[config.mk]
export PLATFORM = sky130hd
export DESIGN_NAME = demux1a2_stream
export DESIGN_NICKNAME = d
export VERILOG_FILES = /design/src/rtl/demux1a2_stream.sv
export SDC_FILE = /design/constraint.sdc
export NUM_CORES = 1
export LEC_CHECK = 0
export CAP_MARGIN = 20
export CORE_MARGIN = 2
export CORE_UTILIZATION = 45
export CTS_BUF_LIST = sky130_fd_sc_hd__clkbuf_2 sky130_fd_sc_hd__clkbuf_4 sky130_fd_sc_hd__clkbuf_8
export DETAILED_ROUTE_END_ITERATION = 8
export PLACE_DENSITY = 0.89
export SLEW_MARGIN = 15
export SYNTH_ARGS = -nofsm -noshare
export SYNTH_HDL_FRONTEND = slang
export SYNTH_SLANG_ARGS = --single-unit
[constraint.sdc]
create_clock -name clk -period 4.5 [get_ports clk]
set_clock_uncertainty 0.2 [all_clocks]
set_input_delay 0.9 -clock clk [delete_from_list [all_inputs] [get_ports clk]]
set_output_delay 0.9 -clock clk [all_outputs]
set_load 0.01 [all_outputs]
[src/rtl/demux1a2_stream.sv]
// Packet-level 1-to-2 stream demultiplexer with a one-entry registered buffer per output channel.
// Optional per-channel packet counters are enabled with the DEMUX_PKT_COUNT_EN macro.
module demux1a2_stream #(
  parameter int WIDTH = 8
) (
  input  logic             clk,
  input  logic             rst,
  input  logic [WIDTH-1:0] Din,
  input  logic             Din_valid,
  input  logic             Din_last,
  output logic             Din_ready,
  input  logic             Sel,
  output logic [WIDTH-1:0] A,
  output logic             A_valid,
  output logic             A_last,
  input  logic             A_ready,
  output logic [WIDTH-1:0] B,
  output logic             B_valid,
  output logic             B_last,
  input  logic             B_ready,
  output logic             Busy,
  output logic             Cur_sel
`ifdef DEMUX_PKT_COUNT_EN
  ,
  output logic [15:0]      A_pkts,
  output logic [15:0]      B_pkts
`endif
);

  // Handshake: a beat moves on any rising edge where valid and ready are both 1;
  // ready never waits on valid, and a producer holds valid/data until accepted.

  typedef enum logic [1:0] {
    IDLE    = 2'd0,
    ROUTE_A = 2'd1,
    ROUTE_B = 2'd2
  } state_t;

  state_t state;
  state_t state_nxt;

  logic target;
  logic can_load_a;
  logic can_load_b;
  logic xfer;
  logic load_a;
  logic load_b;

  assign can_load_a = !A_valid || A_ready;
  assign can_load_b = !B_valid || B_ready;
  assign xfer       = Din_valid && Din_ready;
  assign load_a     = xfer && !target;
  assign load_b     = xfer && target;

  always_ff @(posedge clk) begin
    if (rst) state <= IDLE;
    else     state <= state_nxt;
  end

  always_comb begin
    state_nxt = state;
    case (state)
      IDLE: begin
        if (xfer && !Din_last) state_nxt = Sel ? ROUTE_B : ROUTE_A;
      end
      ROUTE_A, ROUTE_B: begin
        if (xfer && Din_last) state_nxt = IDLE;
      end
      default: state_nxt = IDLE;
    endcase
  end

  // Sel only steers in IDLE; once a packet is open the route is taken from the state.
  always_comb begin
    target = Sel;
    case (state)
      ROUTE_A: target = 1'b0;
      ROUTE_B: target = 1'b1;
      default: target = Sel;
    endcase
    Din_ready = target ? can_load_b : can_load_a;
    Busy      = (state != IDLE);
  end

  always_ff @(posedge clk) begin
    if (rst)                      Cur_sel <= 1'b0;
    else if (xfer && state == IDLE) Cur_sel <= Sel;
  end

  always_ff @(posedge clk) begin
    if (rst) begin
      A       <= '0;
      A_last  <= 1'b0;
      A_valid <= 1'b0;
    end else if (load_a) begin
      A       <= Din;
      A_last  <= Din_last;
      A_valid <= 1'b1;
    end else if (A_valid && A_ready) begin
      A_valid <= 1'b0;
    end
  end

  always_ff @(posedge clk) begin
    if (rst) begin
      B       <= '0;
      B_last  <= 1'b0;
      B_valid <= 1'b0;
    end else if (load_b) begin
      B       <= Din;
      B_last  <= Din_last;
      B_valid <= 1'b1;
    end else if (B_valid && B_ready) begin
      B_valid <= 1'b0;
    end
  end

`ifdef DEMUX_PKT_COUNT_EN
  // Counted when the last beat leaves the channel, so it tracks delivered packets.
  always_ff @(posedge clk) begin
    if (rst) begin
      A_pkts <= 16'd0;
      B_pkts <= 16'd0;
    end else begin
      if (A_valid && A_ready && A_last) A_pkts <= A_pkts + 16'd1;
      if (B_valid && B_ready && B_last) B_pkts <= B_pkts + 16'd1;
    end
  end
`endif

endmodule
==> results of run 1 <==
-- area by class of cell --
| type | instances | area (µm²) | share of cell area, % |
|---|---|---|---|
| clock buffer | 4 | 30.0 | 2.24 |
| inverter | 3 | 11.3 | 0.841 |
| sequential | 23 | 460 | 34.4 |
| timing repair buffer | 38 | 378 | 28.2 |
| tap | 27 | 33.8 | 2.52 |
| multi-input combinational | 57 | 425 | 31.8 |
-- routing by layer --
layer / global-route usage, % / vias up
met2: 28.2 / 27
li1: - / 378
met3: 6.13 / 0
met5: 0 / -
met1: 20.2 / 354
met4: 4.29 / 0
-- registers in the layout, indices dropped and copies added, names as in the netlist --
register	flops
A	8
B_last	1
A_last	1
state	2
B	8
B_valid	1
A_valid	1
Cur_sel	1
-- synth_stat cells --
library cell / count
dfxtp_1: 23
mux2i_1: 20
nor2_1: 20
inv_1: 3
a21oi_1: 2
buf_2: 2
clkbuf_1: 2
ha_1: 2
nand2b_1: 2
nand3_1: 2
o41ai_1: 2
a211oi_2: 1
a31o_1: 1
buf_1: 1
mux2_2: 1
nand2_1: 1
nand3b_4: 1
nand4b_1: 1
or4b_1: 1
-- power groups by stage --
stage               Combinational [mW]  Sequential, mW  Clock [mW]
finish                           0.108           0.225      0.0950
global route                     0.116           0.227       0.109
CTS                              0.109           0.225      0.0995
detailed placement               0.108           0.229           0
global placement                 0.106           0.229           0
floorplan                       0.0506           0.235           0
-- critical path, delay by kind of cell --
family   cells  cell delay [ns]
mux          2             0.68
buf+inv      2             0.94
-- logic make-up (layout without fill, tap and decap cells) --
logic type	count (synthesis)	in the layout	share of synthesized area, %
adders and majority gates	2	2	2.72
muxes	21	21	23.0
AOI/OAI and AO/OA	6	6	5.31
DFF	23	23	50.1
buffers and inverters	8	45	3.54
and+or+nand+nor	28	28	15.3
-- worst paths after layout --
check | start | end | slack, ns | depth (start not counted)
worst max register to register | state[1]$_SDFFE_PP0P_ | state[0]$_SDFFE_PP0P_ | 1.91 | 8
worst min-delay path | A[0]$_SDFFE_PP0P_ | A[0]$_SDFFE_PP0P_ | 0.31 | 2
worst min register to register | A[0]$_SDFFE_PP0P_ | A[0]$_SDFFE_PP0P_ | 0.31 | 2
worst max-delay path | Sel | Din_ready | 0.89 | 4
==> qor.csv, run 1 <==
stage,metric,value,unit
run_status,status,"finished, final reports clean",
setup_path,CP required,3.40,ns
cells_and_area,fillers,155,
cells_and_area,post-layout util,68.9,%
routing,DRT iter0 DRCs,6,
cells_and_area,synth-to-layout area growth,45.8,%
timing,final slew viol count,0,
grt,first-pass GRT wire length,3210,µm
pwr,combinational power share,25.2,%
clock_tree,Clock Root Buffer,clkbuf_4,
setup_path,crit path DAT,2.51,ns
clock_tree,CTS tree,built,
setup_path,crit-path max cell delay,0.48,ns
routing,DRT Pass-1 Iters,4,
run,Max-Cap Viols,0,
place,DP Worst Slack,0.903,ns
routing,detailed-route DRC error count,0,
timing,Slew @ Worst Pin,0.842,ns
routing,WL met1,869,µm
grt,largest net degree at the start of global routing,26,
floorplanning,# rows,16,
routing,DR WL/cell,12.6,µm
clock_tree,htree depth,1,
yosys,syn avg cell area,10.4,µm²
floorplanning,area of the core,1940,µm²
pwr,Clk pwr share,22.2,%
timing,Final WS setup,0.887,ns
pwr,Sequential Power Share,52.6,%
routing,vias per cell,4.99,
yosys,Post-Syn Area,918,µm²
cells_and_area,post-route cell area,1340,µm²
pwr,Net Switching,0.109,mW
clock_tree,CTS Buffer Depth,2,
yosys,syn_nets,105,
setup_path,Worst setup EP type,primary output,
pwr,internal power,0.319,mW
hold_path,Hold Path Class,flop to flop,
timing,worst relative slew slack,43.7,%
clock_tree,PostCTS Resize Cnt,0,
place,I/O Buffers,37,
cells_and_area,n_diodes,0,
timing,period utilisation layout,80.3,%
place,dpl cell area,1310,µm²
cells_and_area,"most common cell after layout, fill and taps aside",clkdlybuf4s50_1,
cells_and_area,layout cells sized above 1,6.40,%
clock_tree,clock buffer count from CTS,3,
routing,via count,759,
cells_and_area,most frequent cells in the layout,"clkdlybuf4s50_1, dfxtp_1, mux2i_1, nor2_1, clkbuf_4",
timing,Max Clock Freq,0.277,GHz
place,HPWL Detailed,1410,µm
timing,final setup vio count,0,
pwr,switching part of the total power,25.4,%
yosys,Synth Instances,88,
grt,gr ovfl total,0,
clock_tree,Clock transition at path regs,0.11,ns
timing,RSZ-0062 raised after global routing,false,
yosys,sequential element share of the synthesized area,50.1,%
timing,Hold Worst Slack,0.309,ns
setup_path,Crit Path Class,primary input to primary output,
floorplanning,Boundary Pins,38,
grt,initial antenna violation count,0,
yosys,#FFs+latches synth,23,
floorplanning,Die Y-Extent,49.2,µm
grt,total track usage,16.8,%
routing,number of routed nets with antenna violations,0,
place,RD Place Congestion,0.696,
grt,vias in the first global route,733,
place,dpl cells,148,
timing,TNS Setup,0,ns
clock_tree,CTS sink cnt,23,
yosys,Ys Warns,0,
timing,post-route minimum period,3.61,ns
pwr,VDD IR max,0.000237,V
pwr,Final Total Pwr,0.427,mW
cells_and_area,Finished Layout Cells,152,
clock_tree,latest clock arrival within the worst-skew pair,0.29,ns
setup_path,CP Launch Type,primary input,
yosys,Yosys top cell by area,dfxtp_1,
pwr,leakage,0.605,nW
cells_and_area,fin nets,143,
yosys,top cell type's share of synthesized area,50.1,%
setup_path,"Max FO, Critical Path",4,
setup_path,crit-path cells,clkdlybuf4s50_1 -> mux2i_1 -> mux2_2 -> clkdlybuf4s50_1,
routing,final wirelength,1910,µm
yosys,distinct cell type count after synthesis,19,
setup_path,cell repeated most along the worst path,clkdlybuf4s50_1,
pwr,Pwr Density,319,nW/µm²
clock_tree,Setup Buffers After CTS,0,
clock_tree,Post-CTS Hold Buffers,0,
floorplanning,initial core utilization,47.3,%
yosys,largest cells by area after synthesis,"dfxtp_1, mux2i_1, nor2_1, ha_1, nand3b_4",
routing,DR WL met3,171,µm
floorplanning,die footprint,2420,µm²
timing,Final Hold Vio Count,0,
routing,met2 wire len,869,µm
routing,max layer used,met3,
floorplanning,die width,49.2,µm
setup_path,"slowest stage cell, crit path",clkdlybuf4s50_1,
Power figures use the tool's default switching activity.
==> run 2: changes to the inputs <==
- CORE_UTILIZATION: 45 -> 43
- PLACE_DENSITY: 0.89 -> 0.85
- clock period: 4.5 -> 3.55 ns (I/O delays scaled with it)
==> run 2 against run 1 <==
  * First-iteration DRC count did not move
  * Critical path depth unchanged
  * Via count is 1.1% lower
  * Largest power group unchanged
  * Highest routed layer is now met4
==> qor.csv, run 2 (synthesis gave the netlist of run 1 again) <==
stage,metric,value,unit,change
routing,DR WL met3,173,µm,+1.2%
timing,Slew @ Worst Pin,0.297,ns,-0.545 ns
grt,total track usage,16.7,%,-0.077 points
clock_tree,PostCTS Resize Cnt,0,,unchanged
clock_tree,latest clock arrival within the worst-skew pair,0.30,ns,about the same
routing,vias per cell,4.91,,-1.7%
cells_and_area,Largest regs,"A (8), B (8), state (2)",,
place,dpl cells,149,,+0.68%
setup_path,"Max FO, Critical Path",4,,unchanged
setup_path,CP required,2.64,ns,-0.76 ns
hold_path,Hold Crit Start,state[1]$_SDFFE_PP0P_,,
clock_tree,CTS tree,built,,
grt,largest net degree at the start of global routing,25,,-3.8%
setup_path,RR Endpoint,state[0]$_SDFFE_PP0P_,,
setup_path,Critical path buffers and inverters,2,,unchanged
setup_path,cell family with most CP delay,buffers and inverters,,
routing,met2 wire len,856,µm,-1.5%
clock_tree,Clock Root Buffer,clkbuf_4,,
setup_path,crit-path cells,clkdlybuf4s50_1 -> mux2i_1 -> mux2_2 -> clkdlybuf4s50_1,,
cells_and_area,Finished Layout Cells,153,,+0.66%
floorplanning,Die Y-Extent,50.2,µm,+2.1%
run_status,status,"finished, final reports clean",,
hold_path,Hold Path Depth,2,,unchanged
cells_and_area,synth-to-layout area growth,46.6,%,
run,Max-Cap Viols,0,,unchanged
routing,DR WL/cell,12.4,µm,-1.2%
pwr,leakage,0.609,nW,+0.79%
timing,worst relative slew slack,79.6,%,+36 points
floorplanning,area of the core,1980,µm²,+2.1%
routing,WL met1,851,µm,-2.1%
timing,period utilisation layout,91.4,%,
setup_path,Worst Reg-to-Reg Cells,7,,-1
timing,Max Clock Freq,0.308,GHz,
timing,TNS Setup,0,ns,unchanged
hold_path,hold endpoint,state[1]$_SDFFE_PP0P_,,
timing,final setup vio count,0,,unchanged
timing,post-route minimum period,3.24,ns,
floorplanning,initial core utilization,46.3,%,-0.96 points
setup_path,Worst R2R Setup Slack,1.08,ns,-0.83 ns
clock_tree,Setup Buffers After CTS,0,,unchanged
setup_path,Worst setup EP type,primary output,,
floorplanning,# rows,16,,unchanged
floorplanning,die width,50.2,µm,+2.1%
routing,number of routed nets with antenna violations,0,,unchanged
routing,DRT iter0 DRCs,6,,unchanged
routing,DRT Pass-1 Iters,4,,unchanged
routing,max layer used,met4,,
timing,final slew viol count,0,,unchanged
setup_path,crit path DAT,2.33,ns,-0.18 ns
grt,initial antenna violation count,0,,unchanged
cells_and_area,"most common cell after layout, fill and taps aside",clkdlybuf4s50_1,,
clock_tree,CTS Buffer Depth,2,,unchanged
setup_path,cell repeated most along the worst path,clkdlybuf4s50_1,,
setup_path,crit-path max cell delay,0.48,ns,about the same
routing,final wirelength,1900,µm,-0.52%
cells_and_area,most frequent cells in the layout,"clkdlybuf4s50_1, dfxtp_1, mux2i_1, nor2_1, clkbuf_4",,
clock_tree,CTS sink cnt,23,,unchanged
clock_tree,htree depth,1,,unchanged
grt,first-pass GRT wire length,3210,µm,unchanged
place,RD Place Congestion,0.804,,+15%
place,HPWL Detailed,1370,µm,-2.5%
floorplanning,die footprint,2520,µm²,+4.3%
routing,via count,751,,-1.1%
setup_path,reg-to-reg startpoint,state[0]$_SDFFE_PP0P_,,
floorplanning,Boundary Pins,38,,unchanged
routing,detailed-route DRC error count,0,,unchanged
hold_path,Hold Path Class,flop to flop,,
place,I/O Buffers,37,,unchanged
setup_path,CP Launch Type,primary input,,
timing,RSZ-0062 raised after global routing,false,,
cells_and_area,n_diodes,0,,unchanged
pwr,VDD IR max,0.000266,V,+13%
cells_and_area,layout cells sized above 1,7.14,%,+0.74 points
grt,gr ovfl total,0,,unchanged
setup_path,"slowest stage cell, crit path",clkdlybuf4s50_1,,
pwr,Pwr Density,404,nW/µm²,+27%
setup_path,Crit Path Class,primary input to primary output,,
cells_and_area,post-layout util,67.9,%,-1.0 points
cells_and_area,post-route cell area,1350,µm²,+0.56%
clock_tree,clock buffer count from CTS,3,,unchanged
clock_tree,Post-CTS Hold Buffers,0,,unchanged
timing,Final Hold Vio Count,0,,unchanged
grt,vias in the first global route,718,,-2.0%
clock_tree,Clock transition at path regs,0.11,ns,about the same
cells_and_area,fin nets,144,,+0.70%
place,dpl cell area,1320,µm²,+0.57%
-- run 2: worst max path at each step --
stage                          startpoint   endpoint  cells after the start
floorplan           state[1]$_SDFFE_PP0P_  Din_ready                      4
global placement                      Sel  Din_ready                      4
detailed placement                    Sel  Din_ready                      4
CTS                                   Sel  Din_ready                      4
global route        state[1]$_SDFFE_PP0P_  Din_ready                      5
finish                                Sel  Din_ready                      4
-- run 2: cell type report --
cell class	count	area (µm²)
flip-flops and latches	23	460
well taps	27	33.8
fillers	141	636
multi-input cells	57	425
repair buffers	39	385
inverters	3	11.3
clock buffers	4	30.0
-- run 2: tightest hold or removal path, cell delays in order, from the launching register on --
cell	delay, ns
dfxtp_1	0.33
inv_1	0.07
o41ai_1	0.08
-- run 2: per-stage QoR --
stage / setup slack [ns] / total power, mW / hold slack [ns]
finish: 0.306 / 0.544 / 0.309
detailed placement: 0.325 / 0.428 / 0.290
CTS: 0.317 / 0.552 / 0.319
global route: 0.277 / 0.577 / 0.338
global placement: 0.397 / 0.425 / 0.273
floorplan: 1.30 / 0.362 / 0.265
-- run 2: power breakdown --
group	switching [mW]	total (mW)	internal [mW]
Combinational	0.0596	0.137	0.0772
Clock	0.0711	0.122	0.0514
Sequential	0.00866	0.285	0.276
-- run 2: metal layers --
metal	up-vias	track usage [%]
met5	-	0
met3	4	6.55
li1	377	-
met1	340	20.5
met4	0	5.56
met2	30	26.5
